**src/rtl/proc_pkg.sv**
```systemverilog
// Shared types for the memory stage: geometry constants, stack FSM states and
// the prioritised memory-op encoding.
package proc_pkg;

  localparam int ADDR_W = 12;
  localparam int DATA_W = 16;

  typedef enum logic [2:0] {
    IDLE,
    PUSH1,
    PUSH2,
    POP1,
    POP2,
    POP3
  } mem_state_t;

  typedef enum logic [3:0] {
    OP_NONE,
    OP_INT,
    OP_CALL,
    OP_RTI,
    OP_RET,
    OP_POP,
    OP_PUSH,
    OP_LD,
    OP_ST
  } mem_op_t;

  // Resolves simultaneous flags: int > call > rti > ret > pop > push > ld > st.
  function automatic mem_op_t decode_op(input logic is_int, input logic is_call,
                                        input logic is_rti, input logic is_ret,
                                        input logic is_pop, input logic is_push,
                                        input logic is_ld, input logic is_st);
    if (is_int)       return OP_INT;
    else if (is_call) return OP_CALL;
    else if (is_rti)  return OP_RTI;
    else if (is_ret)  return OP_RET;
    else if (is_pop)  return OP_POP;
    else if (is_push) return OP_PUSH;
    else if (is_ld)   return OP_LD;
    else if (is_st)   return OP_ST;
    else              return OP_NONE;
  endfunction

endpackage

```
**src/rtl/sp_unit.sv**
```systemverilog
// Stack pointer: one-word push/pop steps with saturating bounds and a sticky
// error flag raised by any refused step.
module sp_unit #(
  parameter int          ADDR_W  = proc_pkg::ADDR_W,
  parameter int unsigned SP_INIT = (1 << ADDR_W) - 1
) (
  input  logic              clk,
  input  logic              rst,
  input  logic              push_req,
  input  logic              pop_req,
  output logic [ADDR_W-1:0] sp,
  output logic              push_ok,
  output logic              pop_ok,
  output logic              stack_err
);

  assign push_ok = (sp != '0);
  assign pop_ok  = (sp != ADDR_W'(SP_INIT));

  // NOTE: sequential state uses non-blocking assignments only, so every flop
  // samples pre-edge values regardless of block ordering.
  always_ff @(posedge clk or posedge rst) begin
    if (rst) begin
      sp        <= ADDR_W'(SP_INIT);
      stack_err <= 1'b0;
    end else if (push_req) begin
      if (push_ok) sp <= sp - ADDR_W'(1);
      else         stack_err <= 1'b1;
    end else if (pop_req) begin
      if (pop_ok) sp <= sp + ADDR_W'(1);
      else        stack_err <= 1'b1;
    end
  end

endmodule

```
**src/rtl/mem_stage.sv**
```systemverilog
// Pipeline memory stage: single-word loads/stores/push/pop plus the multi-word
// CALL/INT/RET/RTI stack sequences, stall generation and MEM/WB payload.
module mem_stage #(
  parameter int          ADDR_W  = proc_pkg::ADDR_W,
  parameter int          DATA_W  = proc_pkg::DATA_W,
  parameter int unsigned SP_INIT = (1 << ADDR_W) - 1
) (
  input  logic              clk,
  input  logic              rst,
  input  logic              in_valid,
  input  logic              op_ld,
  input  logic              op_st,
  input  logic              op_push,
  input  logic              op_pop,
  input  logic              op_call,
  input  logic              op_ret,
  input  logic              op_rti,
  input  logic              op_int,
  input  logic [DATA_W-1:0] alu_out,
  input  logic [DATA_W-1:0] wr_data,
  input  logic [31:0]       pc_in,
  input  logic [2:0]        ccr_in,
  input  logic [2:0]        rd_in,
  input  logic              reg_wr_in,
  output logic [ADDR_W-1:0] dm_addr,
  output logic [DATA_W-1:0] dm_wdata,
  output logic              dm_we,
  output logic              dm_re,
  input  logic [DATA_W-1:0] dm_rdata,
  output logic              stall,
  output logic              wb_valid,
  output logic              wb_reg_wr,
  output logic [2:0]        wb_rd,
  output logic [DATA_W-1:0] wb_data,
  output logic              pc_load,
  output logic [31:0]       pc_target,
  output logic              ccr_load,
  output logic [2:0]        ccr_val,
  output logic [ADDR_W-1:0] sp_out,
  output logic              stack_err
);
  import proc_pkg::*;

  mem_state_t        state, next_state;
  mem_op_t           op, seq_q;
  logic              ready, accept;
  logic              push_req, pop_req, push_ok, pop_ok;
  logic              mem_ld, mem_st;
  logic [DATA_W-1:0] push_data;
  logic [ADDR_W-1:0] sp;
  logic [31:0]       pc_q;
  logic [2:0]        ccr_q;
  logic [DATA_W-1:0] hi_q;
  logic [DATA_W-1:0] wb_data_q;
  logic              wb_from_mem;

  // ready holds off acceptance for the first cycle after reset is released.
  assign accept = ready && in_valid && (state == IDLE);
  assign op     = accept ? decode_op(op_int, op_call, op_rti, op_ret,
                                     op_pop, op_push, op_ld, op_st) : OP_NONE;
  assign sp_out = sp;

  sp_unit #(.ADDR_W(ADDR_W), .SP_INIT(SP_INIT)) u_sp (
    .clk       (clk),
    .rst       (rst),
    .push_req  (push_req),
    .pop_req   (pop_req),
    .sp        (sp),
    .push_ok   (push_ok),
    .pop_ok    (pop_ok),
    .stack_err (stack_err)
  );

  always_ff @(posedge clk or posedge rst) begin
    if (rst) begin
      state <= IDLE;
      seq_q <= OP_NONE;
      ready <= 1'b0;
    end else begin
      state <= next_state;
      ready <= 1'b1;
      if (accept) seq_q <= op;
    end
  end

  // NOTE: these holding registers carry no reset; the FSM only exposes them
  // inside a sequence, which always loads them first.
  always_ff @(posedge clk) begin
    if (accept) begin
      pc_q  <= pc_in;
      ccr_q <= ccr_in;
    end else if (state == POP1) begin
      if (seq_q == OP_RET) hi_q  <= dm_rdata;
      else                 ccr_q <= dm_rdata[2:0];
    end else if (state == POP2) begin
      hi_q <= dm_rdata;
    end
  end

  // Stall covers every sequence cycle except the last, and drops on an abort
  // so the refused op leaves EX/MEM instead of being retried.
  // NOTE: every always_comb output gets a default first so no latch is inferred.
  always_comb begin
    next_state = state;
    stall      = 1'b0;
    push_req   = 1'b0;
    pop_req    = 1'b0;
    push_data  = '0;
    mem_ld     = 1'b0;
    mem_st     = 1'b0;
    pc_load    = 1'b0;
    pc_target  = '0;
    ccr_load   = 1'b0;
    ccr_val    = '0;
    case (state)
      IDLE: begin
        case (op)
          OP_INT, OP_CALL: begin
            push_req  = 1'b1;
            push_data = DATA_W'(pc_in[15:0]);
            if (push_ok) begin
              stall      = 1'b1;
              next_state = PUSH1;
            end
          end
          OP_RTI, OP_RET: begin
            pop_req = 1'b1;
            if (pop_ok) begin
              stall      = 1'b1;
              next_state = POP1;
            end
          end
          OP_PUSH: begin
            push_req  = 1'b1;
            push_data = wr_data;
          end
          OP_POP:  pop_req = 1'b1;
          OP_LD:   mem_ld  = 1'b1;
          OP_ST:   mem_st  = 1'b1;
          default: ;
        endcase
      end
      PUSH1: begin
        push_req  = 1'b1;
        push_data = DATA_W'(pc_q[31:16]);
        if (push_ok && seq_q == OP_INT) begin
          stall      = 1'b1;
          next_state = PUSH2;
        end else begin
          next_state = IDLE;
        end
      end
      PUSH2: begin
        push_req   = 1'b1;
        push_data  = DATA_W'(ccr_q);
        next_state = IDLE;
      end
      POP1: begin
        pop_req = 1'b1;
        if (pop_ok) begin
          stall      = 1'b1;
          next_state = POP2;
        end else begin
          next_state = IDLE;
        end
      end
      POP2: begin
        if (seq_q == OP_RTI) begin
          pop_req = 1'b1;
          if (pop_ok) begin
            stall      = 1'b1;
            next_state = POP3;
          end else begin
            next_state = IDLE;
          end
        end else begin
          pc_load    = 1'b1;
          pc_target  = {hi_q[15:0], dm_rdata[15:0]};
          next_state = IDLE;
        end
      end
      POP3: begin
        pc_load    = 1'b1;
        ccr_load   = 1'b1;
        pc_target  = {hi_q[15:0], dm_rdata[15:0]};
        ccr_val    = ccr_q;
        next_state = IDLE;
      end
      default: next_state = IDLE;
    endcase
  end

  // Refused stack words never reach the memory port.
  always_comb begin
    dm_addr  = '0;
    dm_wdata = '0;
    dm_we    = 1'b0;
    dm_re    = 1'b0;
    if (push_req && push_ok) begin
      dm_we    = 1'b1;
      dm_addr  = sp;
      dm_wdata = push_data;
    end else if (pop_req && pop_ok) begin
      dm_re   = 1'b1;
      dm_addr = sp + ADDR_W'(1);
    end else if (mem_ld) begin
      dm_re   = 1'b1;
      dm_addr = alu_out[ADDR_W-1:0];
    end else if (mem_st) begin
      dm_we    = 1'b1;
      dm_addr  = alu_out[ADDR_W-1:0];
      dm_wdata = wr_data;
    end
  end

  always_ff @(posedge clk or posedge rst) begin
    if (rst) begin
      wb_valid    <= 1'b0;
      wb_reg_wr   <= 1'b0;
      wb_rd       <= '0;
      wb_data_q   <= '0;
      wb_from_mem <= 1'b0;
    end else if (accept) begin
      wb_valid    <= 1'b1;
      wb_rd       <= rd_in;
      wb_data_q   <= alu_out;
      wb_from_mem <= (op == OP_LD) || (op == OP_POP && pop_ok);
      wb_reg_wr   <= reg_wr_in && ((op == OP_NONE) || (op == OP_LD) ||
                                   (op == OP_POP && pop_ok));
    end else begin
      wb_valid    <= 1'b0;
      wb_reg_wr   <= 1'b0;
      wb_rd       <= '0;
      wb_data_q   <= '0;
      wb_from_mem <= 1'b0;
    end
  end

  // Load data arrives from memory in the write-back cycle itself.
  assign wb_data = wb_from_mem ? dm_rdata : wb_data_q;

endmodule

```
**config.mk**
```make
export PLATFORM = sky130hd
export DESIGN_NAME = mem_stage
export DESIGN_NICKNAME = d
export VERILOG_FILES = /design/src/rtl/proc_pkg.sv /design/src/rtl/sp_unit.sv /design/src/rtl/mem_stage.sv
export SDC_FILE = /design/constraint.sdc
export NUM_CORES = 1
export LEC_CHECK = 0
export BUFFER_PORTS_ARGS = -buffer_cell sky130_fd_sc_hd__buf_4
export CORE_MARGIN = 2
export CORE_UTILIZATION = 43
export DETAILED_ROUTE_END_ITERATION = 16
export GPL_TIMING_DRIVEN = 0
export PLACE_DENSITY = 0.85
export SLEW_MARGIN = 25
export SYNTH_ARGS = -nofsm -noshare
export SYNTH_HDL_FRONTEND = slang
export SYNTH_SLANG_ARGS = --single-unit
```
**constraint.sdc**
```tcl
create_clock -name clk -period 2.1 [get_ports clk]
set_input_delay 0 -clock clk [delete_from_list [all_inputs] [get_ports clk]]
set_output_delay 0 -clock clk [all_outputs]
set_load 0.005 [all_outputs]
```
# Yosys cells after proc, flatten, opt, wreduce, memory -nomap -nowiden
# Cells that the tools add are included.
# totals
output_inout_bits,102
ff_bits,94
inputBits,98
wordCells,143
# op_classes
n_mux,75
addsub,2
bitwise,1
n_eq_ne,25
reduce_logical,27
# op_table
op,n
2-to-1 mux 16 bit,9
2-to-1 mux 12 bit,8
one-hot mux 32 bit (2 select lines),1
one-hot mux 16 bit (3 select lines),1
2-to-1 mux 4 bit,9
2-to-1 mux 32 bit,1
one-hot mux 16 bit (2 select lines),1
2-to-1 mux 3 bit,10
2-to-1 mux 1 bit,27
"== test 4 x 3 -> 1 bit, second input constant",5
"adder 12 x 1 -> 12 bit, second input constant",1
"== test 4 x 2 -> 1 bit, second input constant",3
"inequality test 12 bit, second input constant",1
one-hot mux 3 bit (4 select lines),1
AND reduction 3 bit,4
nonzero test 12 bit,1
"subtractor 12 x 1 -> 12 bit, second input constant",1
"== test 4 x 1 -> 1 bit, second input constant",2
nonzero test 2 bit,4
logical AND 1 bit,7
"== test 3 x 2 -> 1 bit, second input constant",2
"== test 3 bit, second input constant",2
"inequality test 2 bit, second input constant",3
"inequality test 3 bit, second input constant",2
16 further kinds,24

# Logic depth before layout (Yosys ltp)
# depth
ltp_word,16
mapped_depth,8
ltp_nobuf,7

# Modules after synthesis
# A second synthesis with hierarchy kept.
# unflattened
cells_unflattened,477
hier_area_um2,4822.1
# modules_own_cells
module,cells_per_inst,area_each_um2,n_inst,seq_area_each_um2
mem_stage,369,3791.1,1,1801.7
sp_unit,108,1031.0,1,340.3

# Worst setup path after synthesis
# Ideal clock, no wire load.
# synth_timing
kind,reg2reg
start,register seq_q[0]
end,register hi_q[0] (enable)
setup_ns,0.395
t_arrival_ns,1.909
required_time_ns,1.705
path_slack_ns,-0.204
stages_incl_launch_ff,3
period_less_slack_ns,2.304
path_buffers,0
cell_sequence,dfrtp_1 or4b_2 o22ai_1
# synth_between
elab_chain_len,3
# synth_lines
item,line_no,text
from (decl),mem_stage.sv:45,"mem_op_t op, seq_q;"
from (signal assigned),mem_stage.sv:82,if (accept) seq_q <= op;
== test 4 x 3 -> 1 bit,mem_stage.sv:93,if (seq_q == OP_RET) hi_q <= dm_rdata;
inequality test 2 x 1 -> 1 bit (no source line),--,
AND reduction 3 bit (no source line),--,
to (signal assigned),mem_stage.sv:93,
to (signal assigned),mem_stage.sv:96,hi_q <= dm_rdata;
to (decl),mem_stage.sv:53,logic [DATA_W-1:0] hi_q;
# No other way between the ends.
# A chain may end at the register's enable or synchronous reset.

# Worst setup path after layout
# layout_timing
start,register u_sp.sp[1]
end,output dm_wdata[7]
# layout_between
elab_chain_len,4
elab_cells_between_ends,6
classes_between,1 x eq/ne; 2 x mux; 3 x reduce/logical
# layout_lines
item,line_no,text
from (decl),sp_unit.sv:11,"output logic [ADDR_W-1:0] sp,"
from (signal assigned),sp_unit.sv:24,sp <= ADDR_W'(SP_INIT);
from (signal assigned),sp_unit.sv:27,if (push_ok) sp <= sp - ADDR_W'(1);
from (signal assigned),sp_unit.sv:30,if (pop_ok) sp <= sp + ADDR_W'(1);
inequality test 12 bit,sp_unit.sv:18,assign pop_ok = (sp != ADDR_W'(SP_INIT));
logical AND 1 bit,mem_stage.sv:203,end else if (pop_req && pop_ok) begin
2-to-1 mux 16 bit,mem_stage.sv:203,
2-to-1 mux 16 bit *,mem_stage.sv:199,if (push_req && push_ok) begin
to (decl),mem_stage.sv:26,"output logic [DATA_W-1:0] dm_wdata,"
# Every way passes the cells marked *; elsewhere a longest branch is shown, timed or not.

==> results.cfg <==
[run_status]
status = finished with violations
failed_checks = negative setup slack

[logic_synthesis]
ys_ff_latch = 78
synth_cell_types = 65
synth-main-ff-cell = edfxtp_1
synthCells = 435
ys_async_sr_fraction_pct = 55.13
synth_edf_count = 35
synth-seq-area-share_pct = 47.77
syn_area_per_cell_sq_um = 10.31
syn-cell-area_sq_um = 4484
yosysWarnings = 0
syn-num-nets = 535

[power_and_ir_drop]
power.leakage_nw = 3.662
power_w = 0.005578
peakVddDrop_mv = 0.5069
p_per_area_nw_per_um2 = 678.3

[place]
dp.final_hpwl_mm = 11.02
placed_cell_area_sq_um = 6172
place_ws_ps = -794.7
routabilityCongestion = 0.8830
portBuffers = 197

[route]
drt-initial-drc-count = 626
ant_nets = 0
vias_per_cell = 6.161
totalWireLength_mm = 21.54
vias = 5557
drc_errors = 0
drtPass1Iterations = 5
drt-wirelength-per-cell_microns = 23.88

[clock_tree]
numCtsBuffers = 9
cts.sinks = 78
clock_latency_ps = 350
root_buffer = clkbuf_8
tritoncts = done
h-tree-depth = 3
cts_buffer_depth = 2
clk_pin_slew_ps = 100

[finish]
final_common_cell = buf_4
fin_nets = 860
layout_common_cells = buf_4 (233), dlygate4sd3_1 (58), and2_1 (35), edfxtp_1 (35), dfrtp_1 (29)
area_growth_pct = 83.40
drive_gt1_share_pct = 53.46
design_area_sq_um = 8224

[die]
initial_utilization_pct = 43.83
die_y_microns = 106.1
die_w_microns = 106.1
design.core.area_sq_um = 10230
io_pins = 200
rows = 37
die-area_sq_um = 11260

[timing]
fmax_ghz = 0.3797
period_minus_slack_ps = 2634
finClkSkew_ps = 13.14
finalCritPeriodShare_pct = 125.4
hold_viol = 0
fin_hold_ws_ps = 79.54
slew_violations = 0
setup_viol = 59
fin_ws_ps = -533.5
slew_headroom_pct = 58.10
rsz0062_at_grt = yes
tightest_slew_ps = 619.7

[grt]
grt_max_degree = 34
grt_pass1_vias = 5139
grtUsageTotal_pct = 31.98
antenna_found_initial = 2
gr-total-overflow = 0
grt_first_pass_wirelength_mm = 27.86

[worst_setup_path]
r2r-start = state[1]
r2r_cells = 9
crit_path_end_kind = output pin
cp_slowest_stage_delay_ps = 650
path_cells = inv_2 > ha_4 > nor3b_2 > nand4_1 > buf_6 > o211ai_1 > a21oi_4 > buf_6 > o2bb2ai_4 > buf_6
cp_slowest_cell = dfstp_2
critPathBufInv = 4
worst_ep_arrival_time_ps = 2630
cp-startpoint = u_sp.sp[1]
cp_top_family = flip-flops
required_ps = 2100
crit_path_max_fanout = 5
crit_path_frequent_cell = buf_6
startpoint_type = register
crit_cells = 10
critical_path_class = register to output pin

[min_path]
hold_class = input port to register
hp-start = op_call
min_path_cells = 3

[job]
drv_cap = 0
## routing by layer
metal / track usage (%) / vias to the layer above / wire length [microns]
met5: 0 / - / 16
met3: 6.499 / 153 / 1991
met4: 15.98 / 2 / 1551
li1: - / 2291 / -
met2: 54.67 / 484 / 10280
met1: 38.24 / 2627 / 7699
## state kept, by name, indices dropped and copies added (netlist names)
| name | count |
|---|---|
| u_sp.sp | 12 |
| ccr_q | 3 |
| wb_from_mem | 1 |
| hi_q | 16 |
| state | 3 |
| wb_valid | 1 |
| wb_data_q | 16 |
| wb_rd | 3 |
| ready | 1 |
| u_sp.stack_err | 1 |
| wb_reg_wr | 1 |
| pc_q | 16 |
| seq_q | 4 |
## worst min-delay path, delay by kind of cell
family	cells	cell delay (ps)
buffers and inverters	1	130
AO/OA/AOI/OAI	2	260
## cell usage after synthesis (all sizes together) (13+ instances only)
| library cell | n | share of area (%) |
|---|---|---|
| a22oi | 18 | 3.0 |
| and2 | 35 | 4.9 |
| and3 | 25 | 3.5 |
| clkbuf | 23 | 1.9 |
| dfrtp | 31 | 17 |
| edfxtp | 35 | 23 |
| mux2 | 16 | 4.0 |
| nand2 | 26 | 2.2 |
| nand3 | 13 | 1.5 |
| nor2 | 23 | 1.9 |
| o21ai | 15 | 1.8 |
| o2bb2ai | 16 | 3.1 |
## power by group
part / internal [W] / leakage (nW) / total (W) / switching, W
Clock: 0.000675 / 0.107 / 0.00131 / 0.000638
Sequential: 0.00182 / 0.857 / 0.00214 / 0.000313
Combinational: 0.00106 / 2.70 / 0.00213 / 0.00107
Total: 0.00356 / 3.66 / 0.00558 / 0.00202
## cell type report
cell class / instances / area (sq um)
antenna: 1 / 2.502
sequential: 78 / 2145
multi-input combinational: 316 / 2746
clock inverter: 7 / 97.59
inverter: 11 / 45.04
timing repair buffer: 320 / 2710
tap: 136 / 170.2
buffer: 22 / 168.9
clock buffer: 9 / 123.9
timing repair inverter: 2 / 15.01
fill: 544 / 2007
## kinds of logic (layout without fill, tap and decap cells)
kind of cell,count (synthesis),after routing,synth area share [%]
AOI/OAI and AO/OA,116,117,19.87
xor gates and xnor gates,9,9,1.758
adders and majority gates,2,2,0.5579
buffers and inverters,42,371,3.822
DFF,78,78,47.77
muxes,17,17,4.241
other,1,2,0.08363
and+or+nand+nor,170,170,21.90
## through the flow
step / TNS (ps) / std cells / utilization (%)
after floorplan: 0 / 435 / -
after global placement: -28460 / 768 / 60.13
after detailed placement: -35820 / 769 / 60.33
after CTS: -14040 / 871 / 74.78
after global routing: -22320 / 902 / 80.38
final: -18960 / 902 / 80.38
## repair_timing
item	CTS	global route
pin swaps	22	24
hold endpoints to repair	97	0
setup buffers	31	33
gates cloned	5	1
endpoints found under the setup margin	130	138
hold buffers	58	0
gates resized for setup	93	87
## final timing paths
| kind | endpoint | slack (ps) |
|---|---|---|
| setup / recovery | dm_wdata[7] | -530 |
| hold / removal | seq_q[1] | 80 |
| setup reg to reg | u_sp.sp[3] | -290 |
| hold reg to reg | u_sp.stack_err | 490 |
| max in group asynchronous | u_sp.sp[1] | 1420 |
| min in group asynchronous | wb_reg_wr | 150 |
Note: power is estimated with default switching activity, not from simulation.
